==> config.mk <==
export PLATFORM = sky130hd
export DESIGN_NAME = hamming_secded_decoder_flat
export DESIGN_NICKNAME = d
export VERILOG_FILES = /design/src/rtl/hamming_pkg.sv /design/src/rtl/hamming_secded_decoder_if.sv /design/src/rtl/ecc_sat_counter.sv /design/src/rtl/hamming_secded_decoder.sv /design/src/flat_wrapper.sv
export SDC_FILE = /design/constraint.sdc
export NUM_CORES = 1
export LEC_CHECK = 0
export BUFFER_PORTS_ARGS = -buffer_cell sky130_fd_sc_hd__buf_4
export CAP_MARGIN = 20
export CORE_AREA = 3 3 81 83
export DETAILED_ROUTE_END_ITERATION = 8
export DIE_AREA = 0 0 84 86
export SKIP_LAST_GASP = 1
export SLEW_MARGIN = 15
export SYNTH_ARGS = -nofsm -noshare
export SYNTH_HDL_FRONTEND = slang
export SYNTH_SLANG_ARGS = --single-unit
==> constraint.sdc <==
create_clock -name clk -period 5.63 [get_ports clk]
set_clock_uncertainty 0.1 [all_clocks]
set_input_delay 0.563 -clock clk [delete_from_list [all_inputs] [get_ports clk]]
set_output_delay 0.563 -clock clk [all_outputs]
set_load 0.02 [all_outputs]
==> src/rtl/hamming_pkg.sv <==
// -----------------------------------------------------------------------------
// hamming_pkg
// Shared constants and helpers for the Hamming SECDED encoder/decoder pair.
// A package cannot be parameterised, so the R-dependent sizes are provided as
// constant functions that the modules evaluate into their own localparams.
//   hamming_n(r)  : Hamming length N = 2^r - 1
//   hamming_k(r)  : data width K = N - r
//   hamming_cw(r) : codeword width CW = N + 1 (bit 0 = overall parity)
//   is_pow2(p)    : true for parity positions 1, 2, 4, ...
//   data_pos(i)   : Hamming position carrying data bit i (ascending order)
// -----------------------------------------------------------------------------
package hamming_pkg;

   localparam int R_MIN = 3;
   localparam int R_MAX = 6;

   // Decode outcome of one codeword.
   typedef enum logic [1:0] {
      CLS_CLEAN  = 2'd0,  // syndrome 0, parity ok
      CLS_SINGLE = 2'd1,  // syndrome != 0, parity fail: error at position syndrome
      CLS_BIT0   = 2'd2,  // syndrome 0, parity fail: overall parity bit flipped
      CLS_DOUBLE = 2'd3   // syndrome != 0, parity ok: uncorrectable
   } ecc_class_e;

   function automatic int hamming_n(input int r);
      return (1 << r) - 1;
   endfunction

   function automatic int hamming_k(input int r);
      return hamming_n(r) - r;
   endfunction

   function automatic int hamming_cw(input int r);
      return hamming_n(r) + 1;
   endfunction

   function automatic bit is_pow2(input int p);
      return (p > 0) && ((p & (p - 1)) == 0);
   endfunction

   // Positions up to 2^R_MAX - 1 are scanned; the caller only asks for i < K.
   function automatic int data_pos(input int i);
      int pos;
      int cnt;
      pos = 0;
      cnt = 0;
      for (int p = 1; p < (1 << R_MAX); p++) begin
         if (!is_pow2(p)) begin
            if (cnt == i) pos = p;
            cnt++;
         end
      end
      return pos;
   endfunction

endpackage

==> src/rtl/hamming_secded_decoder_if.sv <==
// -----------------------------------------------------------------------------
// hamming_secded_decoder_if
// Codeword-in / decoded-word-out valid/ready bus of the SECDED decoder.
//   in_valid, in_ready, in_code, correct_en  : input side
//   out_valid, out_ready, out_data,
//   out_syndrome, out_corr, out_uncorr       : output side
// modport master : the environment (drives codewords, consumes results)
// modport slave  : the decoder
// -----------------------------------------------------------------------------
interface hamming_secded_decoder_if
   import hamming_pkg::*;
#(
   parameter int R = 3
);

   localparam int K  = hamming_k(R);
   localparam int CW = hamming_cw(R);

   logic          in_valid;
   logic          in_ready;
   logic [CW-1:0] in_code;
   logic          correct_en;
   logic          out_valid;
   logic          out_ready;
   logic [K-1:0]  out_data;
   logic [R-1:0]  out_syndrome;
   logic          out_corr;
   logic          out_uncorr;

   modport master (
      output in_valid, in_code, correct_en, out_ready,
      input  in_ready, out_valid, out_data, out_syndrome, out_corr, out_uncorr
   );

   modport slave (
      input  in_valid, in_code, correct_en, out_ready,
      output in_ready, out_valid, out_data, out_syndrome, out_corr, out_uncorr
   );

endinterface

==> src/rtl/ecc_sat_counter.sv <==
// -----------------------------------------------------------------------------
// ecc_sat_counter
// Saturating event counter; clear wins over a concurrent increment.
//   clk   : clock, rising edge
//   reset : synchronous, active-high
//   clr   : synchronous clear
//   inc   : count one event
//   count : current value, sticks at all-ones
// -----------------------------------------------------------------------------
module ecc_sat_counter #(
   parameter int W = 16
) (
   input  logic         clk,
   input  logic         reset,
   input  logic         clr,
   input  logic         inc,
   output logic [W-1:0] count
);

   // NOTE: state is updated with non-blocking assignments so every flop
   // samples pre-edge values, whatever order the simulator runs the blocks.
   always_ff @(posedge clk) begin
      if (reset || clr) begin
         count <= '0;
      end else if (inc && (count != '1)) begin
         count <= count + 1'b1;
      end
   end

endmodule

==> src/rtl/hamming_secded_decoder.sv <==
// -----------------------------------------------------------------------------
// hamming_secded_decoder
// Single-error-correct / double-error-detect decoder with a one-entry output
// register (latency 1, throughput 1 word/cycle) and saturating error counters.
//   clk        : clock, rising edge
//   reset      : synchronous, active-high
//   bus        : codeword in / decoded word out (valid/ready), slave side
//   cnt_clr    : clear both counters (wins over a same-cycle event)
//   cnt_corr   : number of accepted single-error words
//   cnt_uncorr : number of accepted double-error words
// -----------------------------------------------------------------------------
module hamming_secded_decoder
   import hamming_pkg::*;
#(
   parameter int R     = 3,
   parameter int CNT_W = 16
) (
   input  logic                    clk,
   input  logic                    reset,
   hamming_secded_decoder_if.slave bus,
   input  logic                    cnt_clr,
   output logic [CNT_W-1:0]        cnt_corr,
   output logic [CNT_W-1:0]        cnt_uncorr
);

   localparam int N = hamming_n(R);
   localparam int K = hamming_k(R);

   logic [R-1:0] syndrome;
   logic         parity_fail;
   ecc_class_e   cls;
   logic         flip_en;
   logic [K-1:0] data_next;
   logic         accept;

   logic         out_valid_q;
   logic [K-1:0] out_data_q;
   logic [R-1:0] out_syndrome_q;
   logic         out_corr_q;
   logic         out_uncorr_q;

   // ---------------------------------------------------------------------------
   // Decode: syndrome, classification, optional correction, data extraction.
   // ---------------------------------------------------------------------------
   // NOTE: every variable gets a value at the top of the block so no path
   // leaves one unassigned; that is what keeps this logic free of latches.
   always_comb begin
      syndrome    = '0;
      parity_fail = ^bus.in_code;
      cls         = CLS_CLEAN;
      flip_en     = 1'b0;
      data_next   = '0;

      for (int p = 1; p <= N; p++) begin
         if (bus.in_code[p]) syndrome = syndrome ^ R'(p);
      end

      unique case ({syndrome != '0, parity_fail})
         2'b00: cls = CLS_CLEAN;
         2'b01: cls = CLS_BIT0;
         2'b11: cls = CLS_SINGLE;
         2'b10: cls = CLS_DOUBLE;
         default: cls = CLS_CLEAN;
      endcase

      // A bit-0 error needs no data fix; only a located single error flips.
      flip_en = bus.correct_en && (cls == CLS_SINGLE);

      for (int i = 0; i < K; i++) begin
         data_next[i] = bus.in_code[data_pos(i)]
                        ^ (flip_en && (syndrome == R'(data_pos(i))));
      end
   end

   // ---------------------------------------------------------------------------
   // Output register with valid/ready handshake.
   // ---------------------------------------------------------------------------
   assign bus.in_ready = !out_valid_q || bus.out_ready;
   assign accept       = bus.in_valid && bus.in_ready;

   // NOTE: the payload registers are reset too, so the outputs read as zero
   // after reset rather than whatever word was last held.
   always_ff @(posedge clk) begin
      if (reset) begin
         out_valid_q    <= 1'b0;
         out_data_q     <= '0;
         out_syndrome_q <= '0;
         out_corr_q     <= 1'b0;
         out_uncorr_q   <= 1'b0;
      end else if (accept) begin
         out_valid_q    <= 1'b1;
         out_data_q     <= data_next;
         out_syndrome_q <= syndrome;
         out_corr_q     <= (cls == CLS_SINGLE) || (cls == CLS_BIT0);
         out_uncorr_q   <= (cls == CLS_DOUBLE);
      end else if (bus.out_ready) begin
         out_valid_q    <= 1'b0;
      end
   end

   assign bus.out_valid    = out_valid_q;
   assign bus.out_data     = out_data_q;
   assign bus.out_syndrome = out_syndrome_q;
   assign bus.out_corr     = out_corr_q;
   assign bus.out_uncorr   = out_uncorr_q;

   // ---------------------------------------------------------------------------
   // Error statistics: counted on acceptance, regardless of correct_en.
   // ---------------------------------------------------------------------------
   ecc_sat_counter #(.W(CNT_W)) u_cnt_corr (
      .clk   (clk),
      .reset (reset),
      .clr   (cnt_clr),
      .inc   (accept && ((cls == CLS_SINGLE) || (cls == CLS_BIT0))),
      .count (cnt_corr)
   );

   ecc_sat_counter #(.W(CNT_W)) u_cnt_uncorr (
      .clk   (clk),
      .reset (reset),
      .clr   (cnt_clr),
      .inc   (accept && (cls == CLS_DOUBLE)),
      .count (cnt_uncorr)
   );

endmodule

==> src/flat_wrapper.sv <==
// flat-port wrapper written by rule: the top's interface ports become plain ports
module hamming_secded_decoder_flat import hamming_pkg::*;
#(
   parameter int R     = 3,
   parameter int CNT_W = 16
)
  (clk, reset, cnt_clr, cnt_corr, cnt_uncorr, bus_in_valid, bus_in_code, bus_correct_en, bus_out_ready, bus_in_ready, bus_out_valid, bus_out_data, bus_out_syndrome, bus_out_corr, bus_out_uncorr);
  hamming_secded_decoder_if #(.R(R)) bus_i ();
  input  logic clk;
  input  logic reset;
  input  logic cnt_clr;
  output logic [CNT_W-1:0] cnt_corr;
  output logic [CNT_W-1:0] cnt_uncorr;
  input wire logic [$bits(bus_i.in_valid)-1:0] bus_in_valid;
  input wire logic [$bits(bus_i.in_code)-1:0] bus_in_code;
  input wire logic [$bits(bus_i.correct_en)-1:0] bus_correct_en;
  input wire logic [$bits(bus_i.out_ready)-1:0] bus_out_ready;
  output wire logic [$bits(bus_i.in_ready)-1:0] bus_in_ready;
  output wire logic [$bits(bus_i.out_valid)-1:0] bus_out_valid;
  output wire logic [$bits(bus_i.out_data)-1:0] bus_out_data;
  output wire logic [$bits(bus_i.out_syndrome)-1:0] bus_out_syndrome;
  output wire logic [$bits(bus_i.out_corr)-1:0] bus_out_corr;
  output wire logic [$bits(bus_i.out_uncorr)-1:0] bus_out_uncorr;
  assign bus_i.in_valid = bus_in_valid;
  assign bus_i.in_code = bus_in_code;
  assign bus_i.correct_en = bus_correct_en;
  assign bus_i.out_ready = bus_out_ready;
  assign bus_in_ready = bus_i.in_ready;
  assign bus_out_valid = bus_i.out_valid;
  assign bus_out_data = bus_i.out_data;
  assign bus_out_syndrome = bus_i.out_syndrome;
  assign bus_out_corr = bus_i.out_corr;
  assign bus_out_uncorr = bus_i.out_uncorr;
  hamming_secded_decoder #(.R(R), .CNT_W(CNT_W)) u_core (.clk(clk), .reset(reset), .bus(bus_i), .cnt_clr(cnt_clr), .cnt_corr(cnt_corr), .cnt_uncorr(cnt_uncorr));
endmodule
==> flow_summary.ini <==
[timing]
max-slew-margin-rel_pct = 42.6
worstMarginPinSlew_ns = 0.854
timing.final.max_slew_violations = 0
finalSetupTns_ns = 0
grt_setup_unrepaired = no
fin_crit_share_pct = 40.7
report.final.setup_viol = 0
timing.fmax_mhz = 437
hold_viol = 0
layout_min_cycle_time_ns = 2.29

[clock_network]
clock_insertion_delay_worst_skew_ns = 0.29
post_cts_hold_buffer_count = 0
cts.reportedPaths.clkPinSlew_ns = 0.08
postCtsResizedCells = 0
cts-root-to-sink-buffers = 2
cts-buffers-inserted = 5
cts.htree.levels = 2
cts_tree = done
cts_post_setup_buffers_inserted = 0
cts-root-buf = sky130_fd_sc_hd__clkbuf_8
numClockSinks = 42

[pwr]
worst_ir_drop_vdd_uv = 88.9
static-leakage-power_nw = 1.03
power.density_nw_per_um2 = 234

[critical_path]
timing.critical_path.to_type = flip-flop
crit_path_max_fanout = 18
start_kind = input pin
worstPathBufferInverterCount = 1
cp.arrival_ns = 2.41
critical-path-slowest-cell = sky130_fd_sc_hd__or4_1
critical_path_required_ns = 5.75
crit_type = in2reg
path_delay_family = simple AND/OR/NAND/NOR gates
timing.critical_path.cells = buf_4, xnor2_2, xnor2_1, a211o_4, and2_4, or4_1, a21oi_1
critical_path.max_stage_delay_ns = 0.51

[synth]
synth_compound_gate_area_share_pct = 10.8
ys_warn_count = 0
synth_area_sq_um = 2190
post_synth.cell_area_avg_sq_um = 8.44
portion_of_netlist_area_occupied_by_mux_cells_pct = 1.83
postSynth.topFlopCell = sky130_fd_sc_hd__dfxtp_1
yosysUniqueCellTypes = 39
syn-num-nets = 276
synth_seq_area_share_pct = 38.3
synth-seq-cells = 42
largest_family_of_logic_cells_by_synthesized_area = simple AND/OR/NAND/NOR gates
yosys.area_share.xor_xnor_pct = 14.1
yosys.area_share.adder_pct = 1.14
post_synth_and_or_nand_nor_area_fraction_pct = 30.9
synth_enable_flop_cells = 0
synthArstFlopShare_pct = 0
syn-instance-count = 260

[finish]
n_fill_cell = 624
layout.cell_area.non_filler_sq_um = 2760
flow.area_growth_from_synthesis_pct = 26.0
final_layout_size_suffix_gt1_share_pct = 23.2
antenna_cells = 0
finish.net_count = 330

[route]
detail_route.wirelength_mm = 5.14
wl_per_cell_um = 13.2
number_of_iterations_in_the_first_detailed_routing_pass = 4
detail_route.iter0.violations = 97
num_vias = 2040
vias_per_cell = 5.23
remaining_drc_errors = 0
drtAntennaViolNets = 0

[grt]
grt_pass1_vias = 1918
grt_antenna_before_repair = 0
grtUsageMet3_pct = 4.80
wire_length_of_the_first_global_routing_pass_mm = 8.98
global_route.peak_usage_layer = met2
globalRoute.totalOverflow = 0
grt_start_max_net_pins = 33
grt_util_met1_pct = 19.3
grt_util_met2_pct = 23.9
groute.usage.overall_pct = 15.0

[floorplan]
fp.dieW_um = 84
design.die.area_sq_um = 7220
core_area_sq_um = 5920
core.rowCount = 28
die_h_um = 86
initial_utilization_pct = 37.0
floorplan.io_pins = 57

[worst_hold_path]
class_of_the_tightest_hold_or_removal_check = reg2reg

[placed_design]
dp_hpwl_mm = 3.71
placement.io_buffers = 56
placement.cell_area_sq_um = 2670
place.gp.congestion = 0.804

[status]
status = completed

[job]
cap_violations = 0
## power breakdown
group / switching, mW / internal (mW) / total, mW
combinational: 0.0834 / 0.0504 / 0.134
sequential: 0.00552 / 0.305 / 0.311
clock: 0.103 / 0.0991 / 0.202
## worst paths after layout
path                                   start                      endpoint  slack, ns  cells after the start
hold / removal           u_core.bus.out_corr           u_core.bus.out_corr       0.38                      2
hold reg to reg          u_core.bus.out_corr           u_core.bus.out_corr       0.38                      2
setup reg to reg  u_core.u_cnt_corr.count[0]    u_core.u_cnt_corr.count[9]       3.38                      7
setup / recovery              bus_in_code[1]  u_core.u_cnt_uncorr.count[5]       3.34                      7
## stage by stage
stage               worst slack [ns]  utilization [%]  total power, mW  hold WS [ns]  std cells
detailed placement              3.05             45.1            0.453         0.372        382
global placement                3.08             45.1            0.451         0.367        382
floorplan                       3.22                -            0.413         0.435        260
CTS                             3.35             46.7            0.658         0.383        390
finish                          3.34             46.7            0.647         0.377        390
global route                    3.13             46.7            0.683         0.413        390
## layout make-up
class	instances	area (sq um)	share of cell area, %
Tap cell	75	93.8	3.40
Multi-Input combinational cell	204	1290	46.7
Timing Repair Buffer	58	435	15.8
Clock inverter	1	5.00	0.181
Inverter	3	11.3	0.407
Clock buffer	7	86.3	3.12
Sequential cell	42	841	30.4
## state kept, by name, summed over array words and instances (netlist names)
name / count
u_core.bus.out_corr: 1
u_core.u_cnt_corr.count: 16
u_core.bus.out_valid: 1
u_core.bus.out_data: 4
u_core.bus.out_syndrome: 3
u_core.u_cnt_uncorr.count: 16
u_core.bus.out_uncorr: 1
## cell usage after synthesis, types with 5 or more instances
master                     number  share of area, %
sky130_fd_sc_hd__o21ai_0        5               1.1
sky130_fd_sc_hd__a21oi_1       11               2.5
sky130_fd_sc_hd__xor2_1        14               5.6
sky130_fd_sc_hd__or4_1          6               2.1
sky130_fd_sc_hd__clkbuf_1       8               1.4
sky130_fd_sc_hd__nand4_1       13               3.7
sky130_fd_sc_hd__xnor2_1       14               5.6
sky130_fd_sc_hd__a211oi_1       7               2.4
sky130_fd_sc_hd__nor2_1        32               5.5
sky130_fd_sc_hd__or3_1          5               1.4
sky130_fd_sc_hd__nor3_1         6               1.4
sky130_fd_sc_hd__dfxtp_1       42                38
sky130_fd_sc_hd__nand3_1       20               4.6
sky130_fd_sc_hd__nand2_1       24               4.1
## routing by layer
layer	vias up	wire [um]
li1	1042	-
met1	933	2440
met2	63	2290
met3	2	365
met4	0	44
met5	-	0
## layout by cell type, fill, tap and decap left out, types with 4 or more instances in the layout
| cell | instances |
|---|---|
| sky130_fd_sc_hd__xnor2_1 | 14 |
| sky130_fd_sc_hd__mux2i_1 | 4 |
| sky130_fd_sc_hd__nor4_1 | 4 |
| sky130_fd_sc_hd__nand2_1 | 24 |
| sky130_fd_sc_hd__nand4_1 | 13 |
| sky130_fd_sc_hd__a2111oi_0 | 4 |
| sky130_fd_sc_hd__nor2_1 | 32 |
| sky130_fd_sc_hd__clkbuf_8 | 6 |
| sky130_fd_sc_hd__buf_4 | 58 |
| sky130_fd_sc_hd__and3_1 | 4 |
| sky130_fd_sc_hd__a211oi_1 | 7 |
| sky130_fd_sc_hd__or3_1 | 5 |
| sky130_fd_sc_hd__dfxtp_1 | 42 |
| sky130_fd_sc_hd__xor2_1 | 14 |
| sky130_fd_sc_hd__or4_1 | 6 |
| sky130_fd_sc_hd__nand3_1 | 20 |
| sky130_fd_sc_hd__o21ai_0 | 5 |
| sky130_fd_sc_hd__o31ai_1 | 4 |
| sky130_fd_sc_hd__nor3_1 | 6 |
| sky130_fd_sc_hd__a21oi_1 | 11 |
## kinds of logic (layout without fill, tap and decap cells)
kind of cell             Yosys count  after routing
AO/OA/AOI/OAI                     35             35
multiplexers                       4              4
buffers and inverters             14             69
adder cells (fa/ha/maj)            2              2
flip-flops                        42             42
XOR/XNOR                          32             32
AND/OR/NAND/NOR                  131            131
## worst min-delay path, cell delays in order (launching register included)
cell                      delay (ns)
sky130_fd_sc_hd__dfxtp_1        0.33
sky130_fd_sc_hd__nand2_1        0.06
sky130_fd_sc_hd__a21oi_1        0.05
No activity file was read; power rests on OpenSTA's default activity.
